## src/rtl/drive_sequencer.sv

```systemverilog
`default_nettype none
// ============================================================================
//  Module   : drive_sequencer
//  Purpose  : Command-level controller for the drive-train motor PWM stage.
//             Accepts direction/speed commands over a valid/ready handshake,
//             ramps the speed level toward the target, and on reversal or
//             stop decelerates to zero and holds a dead interval before
//             re-energising in the new direction.
//  Ports    : clk        - system clock, rising edge
//             reset      - synchronous active-high reset
//             cmd_valid  - command present
//             cmd_ready  - command accepted when cmd_valid && cmd_ready
//             cmd_dir    - 00 stop, 10 forward, 01 reverse, 11 illegal
//             cmd_level  - target speed level
//             DutyCycle  - MotorPWM enables: [1] channel A fwd, [0] channel B rev
//             level      - current speed level
//             busy       - high while ramping, decelerating or dead
//             err        - sticky, set when an illegal direction is accepted
//  Config   : DRIVE_BRAKE_EN - when defined, the dead interval drives both
//             channels (active brake); otherwise both are released (coast).
//  Revision : 1.0 - initial release
// ============================================================================
module drive_sequencer #(
  parameter int LEVEL_W     = 8,
  parameter int RAMP_DIV    = 1000,
  parameter int RAMP_STEP   = 1,
  parameter int DEAD_CYCLES = 5000
) (
  input  logic               clk,
  input  logic               reset,
  input  logic               cmd_valid,
  output logic               cmd_ready,
  input  logic [1:0]         cmd_dir,
  input  logic [LEVEL_W-1:0] cmd_level,
  output logic [1:0]         DutyCycle,
  output logic [LEVEL_W-1:0] level,
  output logic               busy,
  output logic               err
);

  localparam int C_PRESC_W = (RAMP_DIV > 1) ? $clog2(RAMP_DIV) : 1;
  localparam int C_DEAD_W  = $clog2(DEAD_CYCLES + 1);

  localparam logic [C_PRESC_W-1:0] C_PRESC_MAX = C_PRESC_W'(RAMP_DIV - 1);
  localparam logic [C_DEAD_W-1:0]  C_DEAD_MAX  = C_DEAD_W'(DEAD_CYCLES - 1);
  localparam logic [LEVEL_W-1:0]   C_STEP      = LEVEL_W'(RAMP_STEP);
  localparam logic [1:0]           C_DIR_STOP    = 2'b00;
  localparam logic [1:0]           C_DIR_ILLEGAL = 2'b11;

`ifdef DRIVE_BRAKE_EN
  localparam logic [1:0] C_DEAD_DUTY = 2'b11;
`else
  localparam logic [1:0] C_DEAD_DUTY = 2'b00;
`endif

  typedef enum logic [2:0] {
    ST_IDLE  = 3'd0,
    ST_RAMP  = 3'd1,
    ST_HOLD  = 3'd2,
    ST_DECEL = 3'd3,
    ST_DEAD  = 3'd4
  } state_t;

  state_t               state_q,     state_d;
  logic [LEVEL_W-1:0]   level_q,     level_d;
  logic [1:0]           duty_q,      duty_d;
  logic [1:0]           cur_dir_q,   cur_dir_d;
  logic [1:0]           tgt_dir_q,   tgt_dir_d;
  logic [LEVEL_W-1:0]   tgt_level_q, tgt_level_d;
  logic [C_PRESC_W-1:0] presc_q,     presc_d;
  logic [C_DEAD_W-1:0]  dead_cnt_q,  dead_cnt_d;
  logic                 err_q,       err_d;
  logic                 ready_q,     ready_d;
  logic                 busy_q,      busy_d;

  logic                 accept;
  logic                 tick;
  logic                 step;
  logic [1:0]           eff_dir;
  logic [LEVEL_W-1:0]   eff_level;
  logic [LEVEL_W-1:0]   toward_lvl;
  logic [LEVEL_W-1:0]   decel_lvl;
  logic [LEVEL_W-1:0]   ramp_lvl;
  logic [LEVEL_W-1:0]   dec_lvl;

  always_comb begin
    accept = cmd_valid && ready_q;
    tick   = (presc_q == C_PRESC_MAX);
    // An accepted command restarts the prescaler, so it suppresses the step.
    step   = tick && !accept;

    // Decisions on the accepting edge already see the new target.
    eff_dir   = accept ? ((cmd_dir == C_DIR_ILLEGAL) ? C_DIR_STOP : cmd_dir) : tgt_dir_q;
    eff_level = accept ? cmd_level : tgt_level_q;

    // One step toward the target; snap to it when closer than a full step.
    // The distance test guards against overshoot and wrap at both ends.
    toward_lvl = level_q;
    if (level_q < eff_level) begin
      toward_lvl = ((eff_level - level_q) < C_STEP) ? eff_level : level_q + C_STEP;
    end else if (level_q > eff_level) begin
      toward_lvl = ((level_q - eff_level) < C_STEP) ? eff_level : level_q - C_STEP;
    end
    decel_lvl = (level_q < C_STEP) ? '0 : level_q - C_STEP;
    ramp_lvl  = step ? toward_lvl : level_q;
    dec_lvl   = step ? decel_lvl  : level_q;

    state_d     = state_q;
    level_d     = level_q;
    cur_dir_d   = cur_dir_q;
    tgt_dir_d   = eff_dir;
    tgt_level_d = eff_level;
    presc_d     = (accept || tick) ? '0 : presc_q + 1'b1;
    err_d       = err_q || (accept && (cmd_dir == C_DIR_ILLEGAL));
    dead_cnt_d  = '0;

    case (state_q)
      ST_IDLE: begin
        level_d = '0;
        if (accept && (eff_dir != C_DIR_STOP) && (eff_level != '0)) begin
          cur_dir_d = eff_dir;
          state_d   = ST_RAMP;
        end
      end
      ST_RAMP: begin
        if (eff_dir != cur_dir_q) begin
          state_d = ST_DECEL;
        end else begin
          level_d = ramp_lvl;
          if (ramp_lvl == eff_level) begin
            state_d = (eff_level != '0) ? ST_HOLD : ST_DEAD;
          end
        end
      end
      ST_HOLD: begin
        if (eff_dir != cur_dir_q) begin
          state_d = ST_DECEL;
        end else if (eff_level != level_q) begin
          state_d = ST_RAMP;
        end
      end
      ST_DECEL: begin
        level_d = dec_lvl;
        if (dec_lvl == '0) begin
          state_d = ST_DEAD;
        end
      end
      ST_DEAD: begin
        level_d    = '0;
        dead_cnt_d = dead_cnt_q + 1'b1;
        if (dead_cnt_q == C_DEAD_MAX) begin
          dead_cnt_d = '0;
          // No command can be accepted in DEAD, so the registered target is current.
          if ((tgt_dir_q == C_DIR_STOP) || (tgt_level_q == '0)) begin
            state_d = ST_IDLE;
          end else begin
            cur_dir_d = tgt_dir_q;
            state_d   = ST_RAMP;
          end
        end
      end
      default: begin
        state_d = ST_IDLE;
        level_d = '0;
      end
    endcase

    // Outputs are registered, derived from the state being entered so that
    // they change on the same edge as the state itself.
    duty_d  = cur_dir_d;
    busy_d  = 1'b0;
    ready_d = 1'b1;
    case (state_d)
      ST_IDLE: begin
        duty_d = 2'b00;
      end
      ST_RAMP, ST_DECEL: begin
        busy_d = 1'b1;
      end
      ST_DEAD: begin
        duty_d  = C_DEAD_DUTY;
        busy_d  = 1'b1;
        ready_d = 1'b0;
      end
      default: begin
        busy_d = 1'b0;
      end
    endcase
  end

  always_ff @(posedge clk) begin
    if (reset) begin
      state_q     <= ST_IDLE;
      level_q     <= '0;
      duty_q      <= 2'b00;
      cur_dir_q   <= 2'b00;
      tgt_dir_q   <= 2'b00;
      tgt_level_q <= '0;
      presc_q     <= '0;
      dead_cnt_q  <= '0;
      err_q       <= 1'b0;
      ready_q     <= 1'b1;
      busy_q      <= 1'b0;
    end else begin
      state_q     <= state_d;
      level_q     <= level_d;
      duty_q      <= duty_d;
      cur_dir_q   <= cur_dir_d;
      tgt_dir_q   <= tgt_dir_d;
      tgt_level_q <= tgt_level_d;
      presc_q     <= presc_d;
      dead_cnt_q  <= dead_cnt_d;
      err_q       <= err_d;
      ready_q     <= ready_d;
      busy_q      <= busy_d;
    end
  end

  assign DutyCycle = duty_q;
  assign level     = level_q;
  assign busy      = busy_q;
  assign err       = err_q;
  assign cmd_ready = ready_q;

endmodule
`default_nettype wire

```

## config.mk

```make
export PLATFORM = sky130hd
export DESIGN_NAME = drive_sequencer
export DESIGN_NICKNAME = d
export VERILOG_FILES = /design/src/rtl/drive_sequencer.sv
export SDC_FILE = /design/constraint.sdc
export NUM_CORES = 1
export LEC_CHECK = 0
export ABC_AREA = 1
export CORE_MARGIN = 3
export CORE_UTILIZATION = 50
export DETAILED_ROUTE_END_ITERATION = 10
export MAX_ROUTING_LAYER = met4
export PLACE_DENSITY = 0.69
export SYNTH_ARGS = -nofsm -noshare
export SYNTH_HDL_FRONTEND = slang
export SYNTH_SLANG_ARGS = --single-unit
```

## constraint.sdc

```tcl
create_clock -name clk -period 12.2 [get_ports clk]
set_input_delay 2.44 -clock clk [delete_from_list [all_inputs] [get_ports clk]]
set_output_delay 2.44 -clock clk [all_outputs]
set_load 0.01 [all_outputs]
```

==> metrics.cfg, run 1 <==
[outcome]
status=finished clean

[placed_design]
dp.final_hpwl_mm=9.267
place.gp.congestion=1.043
place_worst_setup_slack_ns=5.376
port_buffers=25
placed_area_mm2=0.004349

[global_routing]
grt_start_max_net_pins=23
grt_first_pass_wirelength_mm=19.31
grt_usage=0.2796
gr-total-overflow=0
grt_pass1_vias=4019
grt_antenna_before_repair=0

[die]
die_x_um=95.73
start_util=0.5182
dieHeight_um=95.73
rows=32
pin_count=26
dieArea_mm2=0.009163
core_area_mm2=0.007767

[cells_and_area]
nets=684
area_delta_synth_final_pct=10.91
postLayoutCellArea_mm2=0.004464
final_common_cell=nand2_1
drive_above_1_share=0.06849
n_antenna_cell=0
final_cell_mix=nand2_1 (152), inv_1 (85), nor2_1 (66), nand3_1 (60), dfxtp_1 (51)

[timing]
slew_headroom=0.3952
max_slew.worst_pin.slew_ns=0.8989
setup_violations=0
hold_viol_final=0
final.setup.tns_ns=0
whs_ns=0.4586
clock-skew-final_ns=0.01227
fmax_mhz=151.7
fin_ws_ns=5.609
min_period_ns=6.591
rsz0062_at_grt=false
drv_slew=0
post-route-period-util=0.5402

[worst_setup_path]
end_kind=flop
arrival_ns=6.79
critical_path_required_ns=12.40
path_max_fanout=15
critPathLaunchType=input pin
path_class=in -> reg

[synth]
synthesis.area_mm2=0.004025
synthFlopType=dfxtp_1
yosysSeqAreaShare=0.2537
synthArstFlopShare=0
synth_seq_cells=51
synth_edf_count=0
synth.avg_cell_area_um2=6.339
syn_nets=663
syn_inst=635
yosysWarnings=0
ys_types=49

[job]
cap_violations=0

[routing]
dr_total_vias=4274
via_per_inst=5.631
wl_mm=11.82
wl_per_cell_um=15.57
first_pass_iters=7
drc_errors=0
ant_nets=0
drtIter0Drc=362

[cts]
cts_tree=done
clk_pin_slew_worst_paths_ns=0.10
cts.sinks=51
ctsResizeCount=0
post_cts_buffers=0
cts_buffer_depth=2
cts-buffers-inserted=5
clk_latency_ns=0.32
cts_hold_buffers=0
h-tree-depth=2
root_buffer=clkbuf_8

[power_and_ir_drop]
power_density_mw_per_mm2=125.5
p_leak_nw=2.020
vdd_drop_max_v=0.00009826

[min_path]
hold_class=reg -> reg

==> stage by stage <==
| step | utilization | instances | power [mW] |
|---|---|---|---|
| final | 0.5747 | 759 | 0.5601 |
| after global routing | 0.5747 | 759 | 0.5980 |
| after CTS | 0.5747 | 759 | 0.5608 |
| after detailed placement | 0.5599 | 751 | 0.4372 |
| after global placement | 0.5599 | 751 | 0.4344 |
| after floorplan | - | 635 | 0.3748 |
==> worst max-delay path: stages <==
cell,delay [ns]
clkdlybuf4s50_1,0.58
nand2_2,0.23
o21ai_0,0.48
inv_1,0.21
ha_1,0.28
fa_1,0.42
inv_1,0.10
a21oi_1,0.08
xor2_1,0.15
nand3_1,0.14
nor2_4,0.23
nand3_4,0.17
nand2_1,0.10
nand3_1,0.08
nand2_1,0.08
inv_1,0.03
nand2_1,0.08
nand2_1,0.07
nand2_1,0.06
nand2_1,0.06
inv_1,0.06
nand2_1,0.05
nor2_1,0.12
nand2_1,0.09
nor2_1,0.09
nand3_1,0.09
a21oi_2,0.16
inv_2,0.07
==> Yosys cell counts (all sizes together), types with 3 or more instances <==
cell type / instances / area share
nand2: 161 / 0.16
inv: 88 / 0.082
nor2: 72 / 0.078
nand3: 66 / 0.093
dfxtp: 51 / 0.25
a21oi: 37 / 0.051
nand4: 25 / 0.039
o21ai: 24 / 0.031
xor2: 20 / 0.047
nor3: 16 / 0.021
ha: 14 / 0.044
buf: 7 / 0.012
nor4: 7 / 0.011
a31oi: 6 / 0.0093
clkbuf: 6 / 0.0056
nor3b: 5 / 0.0093
o22ai: 5 / 0.0078
clkinv: 3 / 0.0028
o211ai: 3 / 0.0068
o21a: 3 / 0.0056
==> path summary, 6_finish.rpt <==
path | cells past startpoint | endpoint | slack [ns] | startpoint
worst max-delay path | 28 | cmd_ready | 5.61 | cmd_valid
worst min-delay path | 1 | dead_cnt_q[0] | 0.46 | dead_cnt_q[0]
worst max register to register | 27 | cmd_ready | 7.78 | cmd_ready
worst min register to register | 1 | dead_cnt_q[0] | 0.46 | dead_cnt_q[0]
==> per-layer routing <==
| layer | up-vias | share of wire | global-route usage |
|---|---|---|---|
| li1 | 2136 | - | - |
| met1 | 1933 | 0.45 | 0.3529 |
| met2 | 171 | 0.47 | 0.4569 |
| met3 | 34 | 0.056 | 0.03049 |
| met4 | 0 | 0.028 | 0.1137 |
| met5 | - | 0 | - |
==> power breakdown <==
group / switching, mW / total [mW] / internal, mW
logic: 0.165 / 0.245 / 0.0805
registers: 0.0129 / 0.192 / 0.179
clock network: 0.0613 / 0.123 / 0.0618
==> sequential cells by signal (all words and copies together), names as in the netlist <==
signal and count:
cmd_ready 1, err 1, DutyCycle 2, dead_cnt_q 13
cur_dir_q 2, busy 1, tgt_level_q 8, level 8
tgt_dir_q 2, presc_q 10, state_q 3
==> final cells by class <==
class	count	area, um2
fill	820	3303
multi-input combinational	480	2594
sequential	51	1021
inverter	91	341.6
timing repair buffer	27	265.3
tap	102	127.6
clock buffer	5	68.82
clock inverter	3	46.29
==> cell families (layout without fill, tap and decap cells) <==
group / after synthesis / count (layout) / share of synthesized area
xor gates and xnor gates: 22 / 22 / 0.05160
and+or+nand+nor: 357 / 357 / 0.4165
DFF: 51 / 51 / 0.2537
buffers and inverters: 104 / 126 / 0.1020
AOI/OAI and AO/OA: 86 / 86 / 0.1278
adders and majority gates: 15 / 15 / 0.04849
Power figures use the tool's default switching activity.
==> inputs of run 2 (changes only) <==
--- a/config.mk
+++ b/config.mk
@@ -10,7 +10,7 @@
 export CORE_UTILIZATION = 50
 export DETAILED_ROUTE_END_ITERATION = 10
 export MAX_ROUTING_LAYER = met4
-export PLACE_DENSITY = 0.69
+export PLACE_DENSITY = 0.72
 export SYNTH_ARGS = -nofsm -noshare
 export SYNTH_HDL_FRONTEND = slang
 export SYNTH_SLANG_ARGS = --single-unit
==> constraint.sdc (replaced) <==
create_clock -name clk -period 6 [get_ports clk]
set_input_delay 1.2 -clock clk [delete_from_list [all_inputs] [get_ports clk]]
set_output_delay 1.2 -clock clk [all_outputs]
set_load 0.01 [all_outputs]
==> run 2 against run 1 <==
Compared with the run above:
- clock power up 140%
- clock-buffer cell count unchanged
- global-route usage down 0.70 points
- worst hold slack worse by 0.0073 ns
- die area unchanged
- non-clock buffer count up 1
- sequential power up 100%
- register-to-register slack worse by 6.1 ns
- critical path type unchanged
==> metrics.cfg, run 2 (synthesis results as in run 1) <==
[routing]
first_pass_iters=5  ; was 7
drc_errors=0  ; unchanged
wl_per_cell_um=15.33  ; was 15.57 um
wl_mm=11.65  ; was 11.82 mm
via_per_inst=5.633  ; was 5.631
dr_total_vias=4281  ; was 4274
ant_nets=0  ; unchanged
drtIter0Drc=308  ; was 362

[job]
cap_violations=0  ; unchanged

[global_routing]
grt_start_max_net_pins=23  ; unchanged
grt_antenna_before_repair=0  ; unchanged
gr-total-overflow=0  ; unchanged
grt_first_pass_wirelength_mm=19.08  ; was 19.31 mm
grt_usage=0.2726  ; was 0.2796
grt_pass1_vias=4000  ; was 4019

[worst_setup_path]
cp_top_family=simple AND/OR/NAND/NOR gates  ; unchanged
end_kind=flop  ; unchanged
path_max_fanout=15  ; unchanged
worst_path_largest_cell_delay_ns=0.58  ; about the same
r2r_cells=27  ; unchanged
slowest_stage=clkdlybuf4s50_1  ; unchanged
critical_path_required_ns=6.26  ; was 12.40 ns
critPathLaunchType=input pin  ; unchanged
arrival_ns=5.53  ; was 6.79 ns
path_class=in -> reg  ; unchanged
crit_buf_inv=6  ; unchanged
worst_path_most_repeated_cell=nand2_1  ; unchanged
worst-path-stages=28  ; unchanged

[power_and_ir_drop]
power_density_mw_per_mm2=263.3  ; was 125.5 mW/mm2
vdd_drop_max_v=0.0001817  ; was 0.00009826 V
p_leak_nw=2.041  ; was 2.020 nW

[cts]
cts_hold_buffers=0  ; unchanged
cts_tree=done  ; unchanged
cts_buffer_depth=2  ; unchanged
root_buffer=clkbuf_8  ; unchanged
cts.sinks=51  ; unchanged
post_cts_buffers=0  ; unchanged
ctsResizeCount=0  ; unchanged
clk_pin_slew_worst_paths_ns=0.10  ; about the same
h-tree-depth=2  ; unchanged
cts-buffers-inserted=5  ; unchanged
clk_latency_ns=0.31  ; was 0.32 ns

[die]
core_area_mm2=0.007767  ; unchanged
start_util=0.5182  ; unchanged
pin_count=26  ; unchanged
die_x_um=95.73  ; unchanged
dieArea_mm2=0.009163  ; unchanged
rows=32  ; unchanged
dieHeight_um=95.73  ; unchanged

[placed_design]
port_buffers=25  ; unchanged
dp.final_hpwl_mm=9.062  ; was 9.267 mm
dp.cells=752  ; was 751
place.gp.congestion=1.003  ; was 1.043
placed_area_mm2=0.004357  ; was 0.004349 mm2

[cells_and_area]
final_common_cell=nand2_1  ; unchanged
final_cell_mix=nand2_1 (152), inv_1 (85), nor2_1 (66), nand3_1 (60), dfxtp_1 (51)  ; unchanged
biggestRegsByFlops=dead_cnt_q (13), presc_q (10)  ; unchanged
n_antenna_cell=0  ; unchanged
regMostFlops=dead_cnt_q  ; unchanged
area_delta_synth_final_pct=11.72  ; was 10.91%
drive_above_1_share=0.06991  ; was 0.06849
final_cells=760  ; was 759
postLayoutCellArea_mm2=0.004497  ; was 0.004464 mm2
nets=685  ; was 684
largest_register_ff_count=13  ; unchanged

[timing]
clock-skew-final_ns=0.009829  ; was 0.01227 ns
drv_slew=0  ; unchanged
max_slew.worst_pin.slew_ns=0.9118  ; was 0.8989 ns
slew_headroom=0.3899  ; was 0.3952
min_period_ns=5.275
fmax_mhz=189.6
final.setup.tns_ns=0  ; unchanged
post-route-period-util=0.8792
rsz0062_at_grt=false  ; unchanged
setup_violations=0  ; unchanged
hold_viol_final=0  ; unchanged

[outcome]
status=finished clean  ; unchanged

[min_path]
hold_path_depth=1  ; unchanged
hold_class=reg -> reg  ; unchanged

[run 2: worst paths after layout]
| path | startpoint | end | slack (ns) |
|---|---|---|---|
| setup / recovery | cmd_valid | busy | 0.72 |
| hold / removal | dead_cnt_q[0] | dead_cnt_q[0] | 0.45 |
| setup reg to reg | cmd_ready | busy | 1.66 |
| hold reg to reg | dead_cnt_q[0] | dead_cnt_q[0] | 0.45 |
[run 2: layout make-up]
| class | count | area [um2] |
|---|---|---|
| timing repair buffer | 28 | 272.8 |
| clock inverter | 3 | 71.32 |
| sequential | 51 | 1021 |
| fill | 796 | 3271 |
| multi-input combinational | 480 | 2594 |
| inverter | 91 | 341.6 |
| clock buffer | 5 | 68.82 |
| tap | 102 | 127.6 |
[run 2: stage by stage]
step / util / worst slack (ns) / hold slack (ns) / total power, mW
6_report: 0.5789 / 0.7245 / 0.4513 / 1.184
5_1_grt: 0.5789 / 0.2735 / 0.4807 / 1.257
4_1_cts: 0.5789 / 0.8349 / 0.4544 / 1.182
3_5_place_dp: 0.5609 / 0.5381 / 0.4396 / 0.8865
3_3_place_gp: 0.5609 / 0.6413 / 0.4296 / 0.8792
2_1_floorplan: - / 1.562 / 0.4175 / 0.7622
[run 2: per-layer routing]
metal / vias up / track usage / share of wire
li1: 2137 / - / -
met1: 1954 / 0.3478 / 0.44
met3: 24 / 0.03597 / 0.070
met4: 0 / 0.09834 / 0.024
met5: - / - / 0
met2: 166 / 0.4424 / 0.46
[run 2: worst reg2reg max path, delay by kind of cell (launching register included)]
family,cells,cell delay [ns]
buffers and inverters,5,0.45
AOI/OAI and AO/OA,3,0.69
adders and majority gates,2,0.69
and+or+nand+nor,16,1.59
DFF,1,0.50
xor gates and xnor gates,1,0.38
[run 2: power by group]
part	internal, mW	leakage, nW	switching (mW)
Clock	0.169	0.0703	0.123
Combinational	0.165	1.56	0.337
Sequential	0.364	0.414	0.0259
Total	0.698	2.04	0.486
==> inputs of run 3 (changes only) <==
--- a/config.mk
+++ b/config.mk
@@ -5,12 +5,10 @@
 export SDC_FILE = /design/constraint.sdc
 export NUM_CORES = 1
 export LEC_CHECK = 0
-export ABC_AREA = 1
 export CORE_MARGIN = 3
-export CORE_UTILIZATION = 50
+export CORE_UTILIZATION = 30
 export DETAILED_ROUTE_END_ITERATION = 10
 export MAX_ROUTING_LAYER = met4
-export PLACE_DENSITY = 0.72
 export SYNTH_ARGS = -nofsm -noshare
 export SYNTH_HDL_FRONTEND = slang
 export SYNTH_SLANG_ARGS = --single-unit
==> run 3 against run 2 <==
Compared with the run above:
- power up 39%
- first-iteration DRC count up 94%
- synthesized cell count is 3.9% lower
- clock skew is 0.00091 ns lower
- clock-buffer cell count is the same
- synthesized area is 11% higher
==> metrics.cfg, run 3 <==
[die]
rows=43  ; was 32
die_x_um=128.0  ; was 95.73 um
core_area_mm2=0.01420  ; was 0.007767 mm2
pin_count=26  ; unchanged
start_util=0.3146  ; was 0.5182
dieArea_mm2=0.01639  ; was 0.009163 mm2
dieHeight_um=128.0  ; was 95.73 um

[timing]
rsz0062_at_grt=false  ; unchanged
slew_headroom=0.3642  ; was 0.3899
clock-skew-final_ns=0.008916  ; was 0.009829 ns
drv_slew=0  ; unchanged
setup_violations=0  ; unchanged
fin_ws_ns=0.2789  ; was 0.7245 ns
max_slew.worst_pin.slew_ns=0.9537  ; was 0.9118 ns
hold_viol_final=0  ; unchanged
whs_ns=0.4563  ; was 0.4513 ns
min_period_ns=5.721  ; was 5.275 ns
post-route-period-util=0.9535  ; was 0.8792
fmax_mhz=174.8  ; was 189.6 MHz

[power_and_ir_drop]
p_leak_nw=1.905  ; was 2.041 nW
vdd_drop_max_v=0.0001232  ; was 0.0001817 V
power_density_mw_per_mm2=308.8  ; was 263.3 mW/mm2

[routing]
via_per_inst=5.940  ; was 5.633
wl_per_cell_um=18.03  ; was 15.33 um
drc_errors=0  ; unchanged
ant_nets=0  ; unchanged
wl_mm=15.03  ; was 11.65 mm
drtIter0Drc=597  ; was 308
dr_total_vias=4954  ; was 4281
first_pass_iters=5  ; unchanged

[worst_setup_path]
path_max_fanout=11  ; was 15
critPathLaunchType=input pin  ; unchanged
path_class=in -> reg  ; unchanged
critical_path_required_ns=6.16  ; was 6.26 ns
arrival_ns=5.88  ; was 5.53 ns
end_kind=flop  ; unchanged

[outcome]
status=finished clean  ; unchanged

[cells_and_area]
final_common_cell=nor2_1  ; was nand2_1
final_cell_mix=nor2_1 (77), nand2_1 (62), dfxtp_1 (51), buf_4 (50), nand3_1 (35)  ; was nand2_1 (152), inv_1 (85), nor2_1 (66), nand3_1 (60), dfxtp_1 (51)
n_antenna_cell=0  ; unchanged
nets=681  ; was 685
fillers=1489  ; was 796
largest_register_ff_count=13  ; unchanged
postLayoutCellArea_mm2=0.005316  ; was 0.004497 mm2
regMostFlops=dead_cnt_q  ; unchanged
area_delta_synth_final_pct=18.99  ; was 11.72%
drive_above_1_share=0.1330  ; was 0.06991
biggestRegsByFlops=dead_cnt_q (13), presc_q (10)  ; unchanged

[cts]
clk_pin_slew_worst_paths_ns=0.08  ; was 0.10 ns
post_cts_buffers=0  ; unchanged
ctsResizeCount=0  ; unchanged
cts_buffer_depth=2  ; unchanged
cts_tree=done  ; unchanged
cts.sinks=51  ; unchanged
cts-buffers-inserted=5  ; unchanged
clk_latency_ns=0.30  ; was 0.31 ns
root_buffer=clkbuf_16  ; was clkbuf_8
h-tree-depth=2  ; unchanged
cts_hold_buffers=0  ; unchanged

[synth]
yosysSeqAreaShare=0.2285  ; was 0.2537
ys_types=78  ; was 49
synth.avg_cell_area_um2=7.325  ; was 6.339 um2
yosysWarnings=0  ; unchanged
synthesis.area_mm2=0.004468  ; was 0.004025 mm2
synth_edf_count=0  ; unchanged
syn_inst=610  ; was 635
synthTopCellsByCount=nor2_1 (77), nand2_1 (62), dfxtp_1 (51)  ; was nand2_1 (152), inv_1 (85), nor2_1 (66)
synth_seq_cells=51  ; unchanged
synthArstFlopShare=0  ; unchanged
synthTopCellsByArea=dfxtp_1 (23%), nor2_1 (6.5%), nand2_1 (5.2%)  ; was dfxtp_1 (25%), nand2_1 (14%), inv_1 (7.9%)
syn_nets=638  ; was 663
synth_top_cell_area_share=0.2285  ; was 0.2537
synthFlopType=dfxtp_1  ; unchanged
synth_most_common_cell=nor2_1  ; was nand2_1
yosysTopAreaCell=dfxtp_1  ; unchanged

[placed_design]
placed_area_mm2=0.005164  ; was 0.004357 mm2
place_worst_setup_slack_ns=-0.02664  ; was 0.5381 ns
dp.final_hpwl_mm=11.57  ; was 9.062 mm
port_buffers=25  ; unchanged
place.gp.congestion=1.055  ; was 1.003

[global_routing]
gr-total-overflow=0  ; unchanged
grt_antenna_before_repair=0  ; unchanged
grt_pass1_vias=4835  ; was 4000
grt_usage=0.1851  ; was 0.2726
grt_first_pass_wirelength_mm=24.29  ; was 19.08 mm
gr-usage-met2=0.3050  ; was 0.4424
use_met3=0.03083  ; was 0.03597
use_met1=0.2244  ; was 0.3478
grt.busiest_layer=met2  ; unchanged
grt_start_max_net_pins=30  ; was 23

[min_path]
hold_class=reg -> reg  ; unchanged

[job]
cap_violations=0  ; unchanged

## run 3: kinds of logic after synthesis
group / count (synthesis) / synth area share
flops: 51 / 0.2285
xor+xnor: 32 / 0.06273
buf+inv: 60 / 0.05377
mux: 6 / 0.01708
simple gates: 269 / 0.2963
fa+ha+maj: 15 / 0.04369
compound gates: 177 / 0.2980
## run 3: where the power goes
group | internal, mW | leakage [nW] | switching, mW
logic | 0.364 | 1.42 | 0.577
registers | 0.367 | 0.414 | 0.0366
clock network | 0.159 | 0.0723 | 0.138
total | 0.890 | 1.90 | 0.751
## run 3: area by class of cell
class	count	area (um2)	area share
multi-input cells	499	3213	0.6044
flip-flops and latches	51	1021	0.1920
repair buffers	75	625.6	0.1177
well taps	180	225.2	0.04236
clock buffers	5	125.1	0.02353
inverters	21	78.83	0.01483
clock inverters	3	27.53	0.005178
## run 3: path summary, 6_finish.rpt
check                      from  slack (ns)       endpoint  depth (start not counted)
setup / recovery      cmd_valid        0.28           busy                         17
hold / removal    dead_cnt_q[0]        0.46  dead_cnt_q[0]                          1
setup reg to reg      cmd_ready        1.12           busy                         16
hold reg to reg   dead_cnt_q[0]        0.46  dead_cnt_q[0]                          1
## run 3: worst max-delay path, cell delays in order
cell and delay, ns:
clkdlybuf4s50_1 0.49, and2_4 0.21, mux2i_4 0.26, inv_2 0.09
ha_1 0.38, and3_1 0.22, a32o_1 0.33, nor4_4 0.64
buf_4 0.26, nor3_1 0.07, a311oi_1 0.36, a211o_1 0.14
o311ai_0 0.11, or4_4 0.45, a2111oi_4 0.32, buf_4 0.21
a41oi_1 0.11
## run 3: metrics by stage
stage | setup TNS (ns) | utilization | std cells | total power [mW]
2_1_floorplan | 0 | - | 610 | 1.035
5_1_grt | 0 | 0.3743 | 834 | 1.742
3_5_place_dp | -0.02664 | 0.3635 | 826 | 1.321
4_1_cts | 0 | 0.3743 | 834 | 1.626
3_3_place_gp | 0 | 0.3635 | 826 | 1.306
6_report | 0 | 0.3743 | 834 | 1.642
## run 3: layer usage
layer  up-vias  wire length [um]
li1       2357                 -
met1      2309              6239
met2       240              7106
met3        48              1132
met4         0               555
met5         -                 0
